==> src/rtl/exec_sequencer.sv <==
// exec_sequencer: multi-cycle fetch/decode/execute sequencer with a small ALU,
// driving a 3-register file (A, B, ACC) that reads on posedge, writes on negedge.
// Optional build macro: TRAP_ILLEGAL_EN (opcodes 8-15 halt instead of acting as NOP).
module exec_sequencer #(
    parameter int                ADDR_W   = 8,
    parameter logic [ADDR_W-1:0] RESET_PC = '0
) (
    input  logic              Clk,
    input  logic              Rst_n,
    output logic              InstrReq,
    output logic [ADDR_W-1:0] PC,
    input  logic              InstrValid,
    input  logic [31:0]       Instr,
    output logic [1:0]        Fonte1,
    output logic [1:0]        Fonte2,
    input  logic [31:0]       Dado1,
    input  logic [31:0]       Dado2,
    output logic              Esc,
    output logic [1:0]        RegEsc,
    output logic [31:0]       Dado,
    output logic              Halted
);

    localparam logic [2:0] S_FETCH   = 3'd0;
    localparam logic [2:0] S_DECODE  = 3'd1;
    localparam logic [2:0] S_OPERAND = 3'd2;
    localparam logic [2:0] S_EXEC    = 3'd3;
    localparam logic [2:0] S_WB      = 3'd4;
    localparam logic [2:0] S_HALT    = 3'd5;

    localparam logic [3:0] OP_NOP  = 4'd0;
    localparam logic [3:0] OP_ADD  = 4'd1;
    localparam logic [3:0] OP_SUB  = 4'd2;
    localparam logic [3:0] OP_AND  = 4'd3;
    localparam logic [3:0] OP_OR   = 4'd4;
    localparam logic [3:0] OP_LDI  = 4'd5;
    localparam logic [3:0] OP_MOV  = 4'd6;
    localparam logic [3:0] OP_HALT = 4'd7;

    logic [2:0]  state;
    logic [31:0] ir;
    logic [31:0] res;

    logic [3:0]  op;
    logic [1:0]  rd, rs1, rs2;
    logic [15:0] imm;
    logic        unused_ir;

    assign op        = ir[31:28];
    assign rd        = ir[27:26];
    assign rs1       = ir[25:24];
    assign rs2       = ir[23:22];
    assign imm       = ir[15:0];
    assign unused_ir = ^ir[21:16];

    // ALU: operands are the RF read data valid during EXEC
    always_comb begin
        res = '0;
        case (op)
            OP_ADD:  res = Dado1 + Dado2;
            OP_SUB:  res = Dado1 - Dado2;
            OP_AND:  res = Dado1 & Dado2;
            OP_OR:   res = Dado1 | Dado2;
            OP_LDI:  res = {{16{imm[15]}}, imm};
            OP_MOV:  res = Dado1;
            default: res = '0;
        endcase
    end

    // Sequencer FSM; every output is a register updated here
    always_ff @(posedge Clk or negedge Rst_n) begin
        if (!Rst_n) begin
            state    <= S_FETCH;
            PC       <= RESET_PC;
            ir       <= '0;
            Fonte1   <= 2'b00;
            Fonte2   <= 2'b00;
            RegEsc   <= 2'b00;
            Esc      <= 1'b0;
            Dado     <= '0;
            InstrReq <= 1'b0;
            Halted   <= 1'b0;
        end else begin
            case (state)
                S_FETCH: begin
                    // accept only while the request is visible to the memory
                    if (InstrReq && InstrValid) begin
                        ir       <= Instr;
                        InstrReq <= 1'b0;
                        state    <= S_DECODE;
                    end else begin
                        InstrReq <= 1'b1;
                    end
                end
                S_DECODE: begin
                    // selects go out now so the RF read lands during EXEC
                    Fonte1 <= rs1;
                    Fonte2 <= rs2;
                    if (op == OP_HALT) begin
                        Halted <= 1'b1;
                        state  <= S_HALT;
                    end
`ifdef TRAP_ILLEGAL_EN
                    else if (op[3]) begin
                        // PC is left at the offending address
                        Halted <= 1'b1;
                        state  <= S_HALT;
                    end
`endif
                    else if (op == OP_NOP || op[3]) begin
                        PC       <= PC + ADDR_W'(1);
                        InstrReq <= 1'b1;
                        state    <= S_FETCH;
                    end else begin
                        state <= S_OPERAND;
                    end
                end
                S_OPERAND: state <= S_EXEC;
                S_EXEC: begin
                    Dado   <= res;
                    RegEsc <= rd;
                    Esc    <= 1'b1;
                    state  <= S_WB;
                end
                S_WB: begin
                    // RF wrote at the negedge inside this cycle
                    Esc      <= 1'b0;
                    PC       <= PC + ADDR_W'(1);
                    InstrReq <= 1'b1;
                    state    <= S_FETCH;
                end
                S_HALT: begin
                    InstrReq <= 1'b0;
                    Esc      <= 1'b0;
                end
                default: state <= S_FETCH;
            endcase
        end
    end

endmodule

==> config.mk <==
export PLATFORM = sky130hd
export DESIGN_NAME = exec_sequencer
export DESIGN_NICKNAME = d
export VERILOG_FILES = /design/src/rtl/exec_sequencer.sv
export SDC_FILE = /design/constraint.sdc
export NUM_CORES = 1
export LEC_CHECK = 0
export CAP_MARGIN = 10
export CORE_ASPECT_RATIO = 1.4
export CORE_UTILIZATION = 45
export CTS_BUF_LIST = sky130_fd_sc_hd__clkbuf_16
export DETAILED_ROUTE_END_ITERATION = 8
export PLACE_DENSITY = 0.75
export SLEW_MARGIN = 5
export SYNTH_ARGS = -nofsm -noshare
export SYNTH_HDL_FRONTEND = slang
export SYNTH_SLANG_ARGS = --single-unit
export TNS_END_PERCENT = 1
==> constraint.sdc <==
create_clock -name Clk -period 6.4 [get_ports Clk]
set_input_delay 1.6 -clock Clk [delete_from_list [all_inputs] [get_ports Clk]]
set_output_delay 1.6 -clock Clk [all_outputs]
set_load 0.01 [all_outputs]
# Word-level counts from Yosys, hierarchy flattened
# Cells that the tools add are included.
# word_totals
inputBits	99
latchBits	0
word_cells	57
out_inout_bits	49
reg_bits	84
rom_bits	0
memories	0
ram_bits	0
# op_classes
div_mod_pow	0
n_reduce_logical	13
n_eq_ne	15
n_mux	13
n_shift	0
multipliers	0
bitwise	3
magnitude_cmp	0
addsub	3
# op_table
operator	count
$pmux 32 s6	1
$add 32x32->32	1
$and 32x32->32	1
$or 32x32->32	1
$sub 32x32->32	1
$eq 4x3->1 const B	4
$mux 8	2
$pmux 8 s2	1
$pmux 3 s5	1
$add 8x1->8 const B	1
$eq 4x2->1 const B	2
$eq 3x2->1 const B	2
$eq 3x3->1 const B	2
$mux 3	2
$ne 2x2->1 const B	3
$reduce_and 2->1	3
$reduce_and 3->1	2
$eq 4x1->1 const B	1
$logic_not 4->1	1
$pmux 1 s4	1
$reduce_bool 2->1	2
$reduce_bool 4->1	1
$eq 3x1->1 const B	1
$logic_not 3->1	1
other kinds (7)	9

# Logic depth before layout (Yosys ltp)
# Gate-level depths: netlist (run 1).
# logic_depth
depth_word	5
depth_mapped	20
mapped_depth_nobuf	19

# Least setup slack after synthesis (run 1)
# No wires, ideal clock.
# synth_timing
path_kind	input-to-reg
startpoint	input Dado2[14]
endpoint	register Dado[27]
setup_time_ps	127
required_time_ps	6273
path_buffers	0
slack_ps	1501
cell_stages	14
arrival_time_ps	4772
cell_sequence	or4_4 -> or3_4 -> or3_4 -> o41ai_1 -> xor2_1 -> ha_1 -> nand2_1 -> nor2_1 -> and3_1 -> a21oi_1 -> o21ai_0 -> xor2_1 -> a221oi_1 -> nor2_1
# synth_between
elab_chain_cells	2
word_cells_on_any_way	3
classes_between	add/sub (2); mux (1)
# synth_lines
element	line	source
from (decl)	17	input logic [31:0] Dado2,
$sub 32x32->32 or $add 32x32->32 (tied branches)	61, 60	
$pmux 32 s6 *	59	case (op)
to (signal assigned)	120	Dado <= res;
to (decl)	20	output logic [31:0] Dado,
# Mark *: on every way between the ends. The rest lies on a longest branch, timed or not.
# A chain may end at the register's enable or synchronous reset.

# Final worst setup path (run 1)
# layout_timing
startpoint	input Dado2[4]
endpoint	register Dado[31]
# Same word-level chain as after synthesis.

==> impl_metrics.json, run 1 <==
{
  "run_status": "finished, final reports clean",
  "crit_required_ns": 6.60,
  "holdPathEnd": "PC[7]$_DFFE_PN0P_",
  "grtUsageTotal": 0.272,
  "die_area_um2": 14200,
  "r2r-start": "ir[31]$_DFFE_PN0P_",
  "first_global_vias": 5909,
  "avgSynthCellArea_um2": 8.40,
  "worst_slew_pin_slew_ns": 1.01,
  "dp_hpwl_mm": 13.7,
  "core_um2": 13400,
  "syn_to_final_growth_pct": 30.4,
  "layout-drive-gt1-share": 0.0880,
  "crit_path_start_kind": "primary input",
  "clkTransAtPathRegs_ns": 0.07,
  "die_h_um": 141,
  "syn_nets": 869,
  "ant_nets": 0,
  "final_util": 0.601,
  "finClkSkew_ns": 0.00722,
  "final_cell_mix": "140 x clkdlybuf4s50_1, 107 x nand2_1, 78 x dfrtp_1",
  "fillCellCount": 1251,
  "die_x_um": 101,
  "cts_buffers": 9,
  "worstSetupEndpointType": "register",
  "port_buffers": 141,
  "vias": 6151,
  "cts_resized": 0,
  "hold_viol": 0,
  "cap_violations": 0,
  "ys_seq_area_frac": 0.317,
  "place.gp.congestion": 0.936,
  "power_density_nw_per_um2": 426,
  "antenna_cells": 0,
  "drtPass1Iterations": 6,
  "ir_drop_mv": 0.200,
  "whs_path_depth": 1,
  "antenna_found_initial": 0,
  "fin_crit_sh": 0.893,
  "cts_root_buffer": "clkbuf_16",
  "leakage_nw": 3.41,
  "ys.flop_type": "dfrtp_1",
  "htree_levels": 3,
  "syn_inst": 734,
  "worstHoldStart": "PC[7]$_DFFE_PN0P_",
  "fin_worst_hold_slack_ns": 0.469,
  "start_util": 0.461,
  "rows": 50,
  "cp.arrival_ns": 5.92,
  "final.setup.worst_slack_ns": 0.687,
  "pre_cts_slack_ns": 0.383,
  "cts_tree": "yes",
  "synth_edf_count": 0,
  "finalSetupViolations": 0,
  "finalSetupTns_ns": 0,
  "finalCriticalPeriod_ns": 5.71,
  "cts_sinks": 78,
  "io_pins": 148,
  "max_slew_margin": 0.328,
  "clk_path_buf_depth": 2,
  "drtIter0Drc": 414,
  "slew_violations": 0,
  "final_nets": 994,
  "critPathMaxFanout": 6,
  "ff_latch_area_um2": 1950,
  "vias_per_cell": 5.88,
  "critical_path_class": "in2reg",
  "insertion_delay_ns": 0.35,
  "power_mw": 3.43,
  "drc": 0,
  "cts_hold_buf": 0,
  "max_freq_mhz": 175,
  "hp-class": "reg2reg",
  "grt-ovfl-total": 0,
  "r2r-end": "Dado[31]$_DFFE_PN0P_",
  "routed_wirelength_mm": 18.8,
  "grt_start_max_net_pins": 79,
  "ff2ff_setup_slack_ns": 1.98,
  "async_flop_share": 1.00,
  "yosysUniqueCellTypes": 63,
  "grt_pass1_wl_mm": 29.9,
  "netlist_area_um2": 6170,
  "routedWlPerCell_um": 18.0,
  "multi_input_area_um2": 4010,
  "synth_seq_cells": 78,
  "final_common_cell": "clkdlybuf4s50_1",
  "crit_start": "Dado2[4]",
  "ff2ff_path_depth": 12,
  "post_cts_buffers": 0,
  "yosysWarningCount": 0,
  "rsz0062_at_grt": "false"
}
## layout make-up
type,instances,area share
Sequential cell,78,0.243
Tap cell,182,0.0283
Multi-Input combinational cell,598,0.499
Inverter,21,0.00980
Clock buffer,9,0.0280
Timing Repair Buffer,151,0.185
Clock inverter,7,0.00763
## through the flow
| step | instance area [um2] | instances |
|---|---|---|
| 2_1_floorplan | 6170 | 734 |
| 3_3_place_gp | 7750 | 1030 |
| 3_5_place_dp | 7750 | 1030 |
| 4_1_cts | 8040 | 1046 |
| 5_1_grt | 8040 | 1046 |
| 6_report | 8040 | 1046 |
## registers in the layout, summed over array words and instances (netlist names)
name and flops:
Dado 32, Esc 1, Fonte1 2, Fonte2 2, Halted 1, InstrReq 1
PC 8, RegEsc 2, ir 26, state 3
## worst max-delay path: stages
cell             delay, ns
clkdlybuf4s50_1       0.51
nor4_1                0.37
nor4b_2               0.42
nand2_1               0.25
or3_4                 0.41
o41ai_1               0.34
xor2_1                0.21
ha_1                  0.32
nand2_1               0.13
nor2_1                0.07
and3_1                0.18
a21oi_1               0.33
nor3_1                0.11
a211oi_1              0.36
xnor2_1               0.16
o221ai_1              0.13
## report_power, final
part	internal, mW	switching [mW]	total, mW	leakage (nW)
Sequential	0.731	0.196	0.927	0.935
Clock	0.272	0.249	0.520	0.135
Combinational	0.951	1.03	1.98	2.34
Total	1.95	1.47	3.43	3.41
## kinds of logic (layout without fill, tap and decap cells)
kind of cell	Yosys count	in the layout	synth area share
and+or+nand+nor	251	251	0.186
AOI/OAI and AO/OA	213	213	0.233
DFF	78	78	0.317
xor gates and xnor gates	62	62	0.0893
buffers and inverters	58	188	0.0361
adders and majority gates	36	36	0.0743
muxes	36	36	0.0649
## cell usage after synthesis, drive strengths merged, types with 6 or more instances
cell type | number | area [um2]
a21o | 18 | 135
a21oi | 61 | 305
a221o | 6 | 60.1
a221oi | 20 | 175
a222oi | 8 | 80.1
a31oi | 19 | 125
and3 | 8 | 50.1
clkbuf | 32 | 120
dfrtp | 78 | 1950
ha | 35 | 438
inv | 21 | 78.8
mux2 | 32 | 360
nand2 | 107 | 402
nand2b | 8 | 50.1
nand3 | 16 | 80.1
nor2 | 72 | 278
nor3 | 10 | 50.1
o21ai | 34 | 170
o31ai | 7 | 52.6
xnor2 | 39 | 349
xor2 | 23 | 201
## metal layers
layer  share of wire  vias to the layer above  routed length [um]  GRT usage
met5               0                        -                   0          0
met4           0.024                        0                 453     0.0976
met3           0.061                       35                1150     0.0539
met2            0.51                      214                9670      0.479
met1            0.40                     2965                7570      0.324
li1                -                     2937                   -          -
## how the worst max path moves through the flow
stage                                 endpoint  slack [ns]  depth (start not counted)
final                     Dado[31]$_DFFE_PN0P_        0.69                         16
after global routing      Dado[26]$_DFFE_PN0P_        0.25                         14
after CTS                 Dado[26]$_DFFE_PN0P_        0.73                         14
after detailed placement  Dado[26]$_DFFE_PN0P_        0.38                         14
after global placement    Dado[26]$_DFFE_PN0P_        0.48                         14
after floorplan           Dado[27]$_DFFE_PN0P_        1.50                         14
(Power assumes the default switching activity.)
==> run 2, diff against run 1 <==
--- a/config.mk
+++ b/config.mk
@@ -8,7 +8,7 @@
 export CAP_MARGIN = 10
 export CORE_ASPECT_RATIO = 1.4
 export CORE_UTILIZATION = 45
-export CTS_BUF_LIST = sky130_fd_sc_hd__clkbuf_16
+export CTS_BUF_LIST = sky130_fd_sc_hd__clkbuf_4
 export DETAILED_ROUTE_END_ITERATION = 8
 export PLACE_DENSITY = 0.75
 export SLEW_MARGIN = 5
==> impl_metrics.json, run 2 (synthesized netlist as in run 1, its figures left out) <==
{
  "final.setup.worst_slack_ns": 0.831,
  "cts_tree": "yes",
  "ant_nets": 0,
  "cts_buffers": 9,
  "routedWlPerCell_um": 17.8,
  "clkTransAtPathRegs_ns": 0.15,
  "hp-class": "reg2reg",
  "final_nets": 994,
  "max_freq_mhz": 180,
  "critPathMaxFanout": 6,
  "met1_length_mm": 7.33,
  "stdcell_count": 1047,
  "insertion_delay_ns": 0.48,
  "die_x_um": 101,
  "clk_path_buf_depth": 2,
  "fin_crit_sh": 0.870,
  "ir_drop_mv": 0.183,
  "cp.arrival_ns": 5.91,
  "hold_viol": 0,
  "htree_levels": 3,
  "rows": 50,
  "routed_wirelength_mm": 18.6,
  "power_density_nw_per_um2": 406,
  "finalCriticalPeriod_ns": 5.57,
  "crit_path_start_kind": "primary input",
  "cts_resized": 0,
  "multi_input_area_um2": 4010,
  "worst_slew_pin_slew_ns": 1.01,
  "r2r-start": "ir[31]$_DFFE_PN0P_",
  "dp_hpwl_mm": 13.7,
  "final_cell_mix": "140 x clkdlybuf4s50_1, 107 x nand2_1, 78 x dfrtp_1",
  "top_register": "Dado",
  "die_h_um": 141,
  "top_regs": "Dado: 32 flops, ir: 26 flops, PC: 8 flops",
  "route.met3.wl_mm": 1.23,
  "fin_worst_hold_slack_ns": 0.479,
  "place.gp.congestion": 0.936,
  "vias_per_cell": 5.90,
  "start_util": 0.461,
  "io_pins": 148,
  "ff_latch_area_um2": 1950,
  "vias": 6176,
  "worstSetupEndpointType": "register",
  "cts_root_buffer": "clkbuf_4",
  "grt_pass1_wl_mm": 29.7,
  "layout-drive-gt1-share": 0.0880,
  "wl_met2_mm": 9.56,
  "dp.cells": 1030,
  "routed.top_layer": "met4",
  "rsz0062_at_grt": "false",
  "drtPass1Iterations": 6,
  "cap_violations": 0,
  "largest_reg_flops": 32,
  "syn_to_final_growth_pct": 27.9,
  "grt-ovfl-total": 0,
  "cts_hold_buf": 0,
  "ff2ff_path_depth": 12,
  "grt_start_max_net_pins": 79,
  "final_common_cell": "clkdlybuf4s50_1",
  "finalSetupTns_ns": 0,
  "r2r-end": "Dado[31]$_DFFE_PN0P_",
  "max_slew_margin": 0.325,
  "slew_violations": 0,
  "power_mw": 3.20,
  "ff2ff_setup_slack_ns": 1.99,
  "cts_sinks": 78,
  "crit_start": "Dado2[4]",
  "endpoint": "Dado[31]$_DFFE_PN0P_",
  "grtUsageTotal": 0.270,
  "drtIter0Drc": 381,
  "fillCellCount": 1274,
  "port_buffers": 141,
  "finalSetupViolations": 0,
  "drc": 0,
  "run_status": "finished, final reports clean",
  "finClkSkew_ns": 0.0157,
  "pre_cts_slack_ns": 0.383,
  "antenna_found_initial": 1,
  "core_um2": 13400,
  "die_area_um2": 14200,
  "post_cts_buffers": 0,
  "crit_required_ns": 6.74,
  "first_global_vias": 5878,
  "critical_path_class": "in2reg",
  "leakage_nw": 3.34
}
run 2: changes by cell type in the layout (fill, tap and decap cells not counted), sizes merged:
| cell | change |
|---|---|
| diode | +1 |
run 2: final cells by class:
cell class,count,area share
multi-input combinational,598,0.509
timing repair buffer,151,0.188
antenna,1,0.000317
clock buffer,9,0.00857
tap,182,0.0289
sequential,78,0.248
clock inverter,7,0.00778
inverter,21,0.0100
run 2: stage by stage:
step / instance area [um2] / util
final: 7890 / 0.589
after global placement: 7750 / 0.579
after floorplan: 6170 / -
after global routing: 7890 / 0.589
after detailed placement: 7750 / 0.579
after CTS: 7880 / 0.589
run 2: worst min-delay path by stage:
stage	startpoint	end	slack [ns]	cells after the start
detailed placement	ir[27]$_DFFE_PN0P_	RegEsc[1]$_DFFE_PN0P_	0.46	2
CTS	PC[7]$_DFFE_PN0P_	PC[7]$_DFFE_PN0P_	0.49	1
global placement	ir[27]$_DFFE_PN0P_	RegEsc[1]$_DFFE_PN0P_	0.46	2
finish	PC[7]$_DFFE_PN0P_	PC[7]$_DFFE_PN0P_	0.48	1
floorplan	ir[26]$_DFFE_PN0P_	RegEsc[0]$_DFFE_PN0P_	0.43	2
global route	PC[7]$_DFFE_PN0P_	PC[7]$_DFFE_PN0P_	0.51	1
run 2: worst max-delay path, stage by stage:
cell             delay [ns]
clkdlybuf4s50_1        0.51
nor4_1                 0.35
nor4b_2                0.43
nand2_1                0.26
or3_4                  0.41
o41ai_1                0.33
xor2_1                 0.21
ha_1                   0.32
nand2_1                0.13
nor2_1                 0.07
and3_1                 0.18
a21oi_1                0.33
nor3_1                 0.11
a211oi_1               0.36
xnor2_1                0.16
o221ai_1               0.13
run 2: report_power, final:
group / internal, mW / switching [mW] / total [mW]
Sequential: 0.728 / 0.194 / 0.921
Clock: 0.0879 / 0.222 / 0.310
Combinational: 0.951 / 1.02 / 1.97
Total: 1.77 / 1.44 / 3.20
run 2: per-layer routing:
layer / GRT usage / vias to the layer above
li1: - / 2943
met1: 0.320 / 2985
met2: 0.478 / 212
met3: 0.0524 / 36
met4: 0.0946 / 0
met5: 0 / -
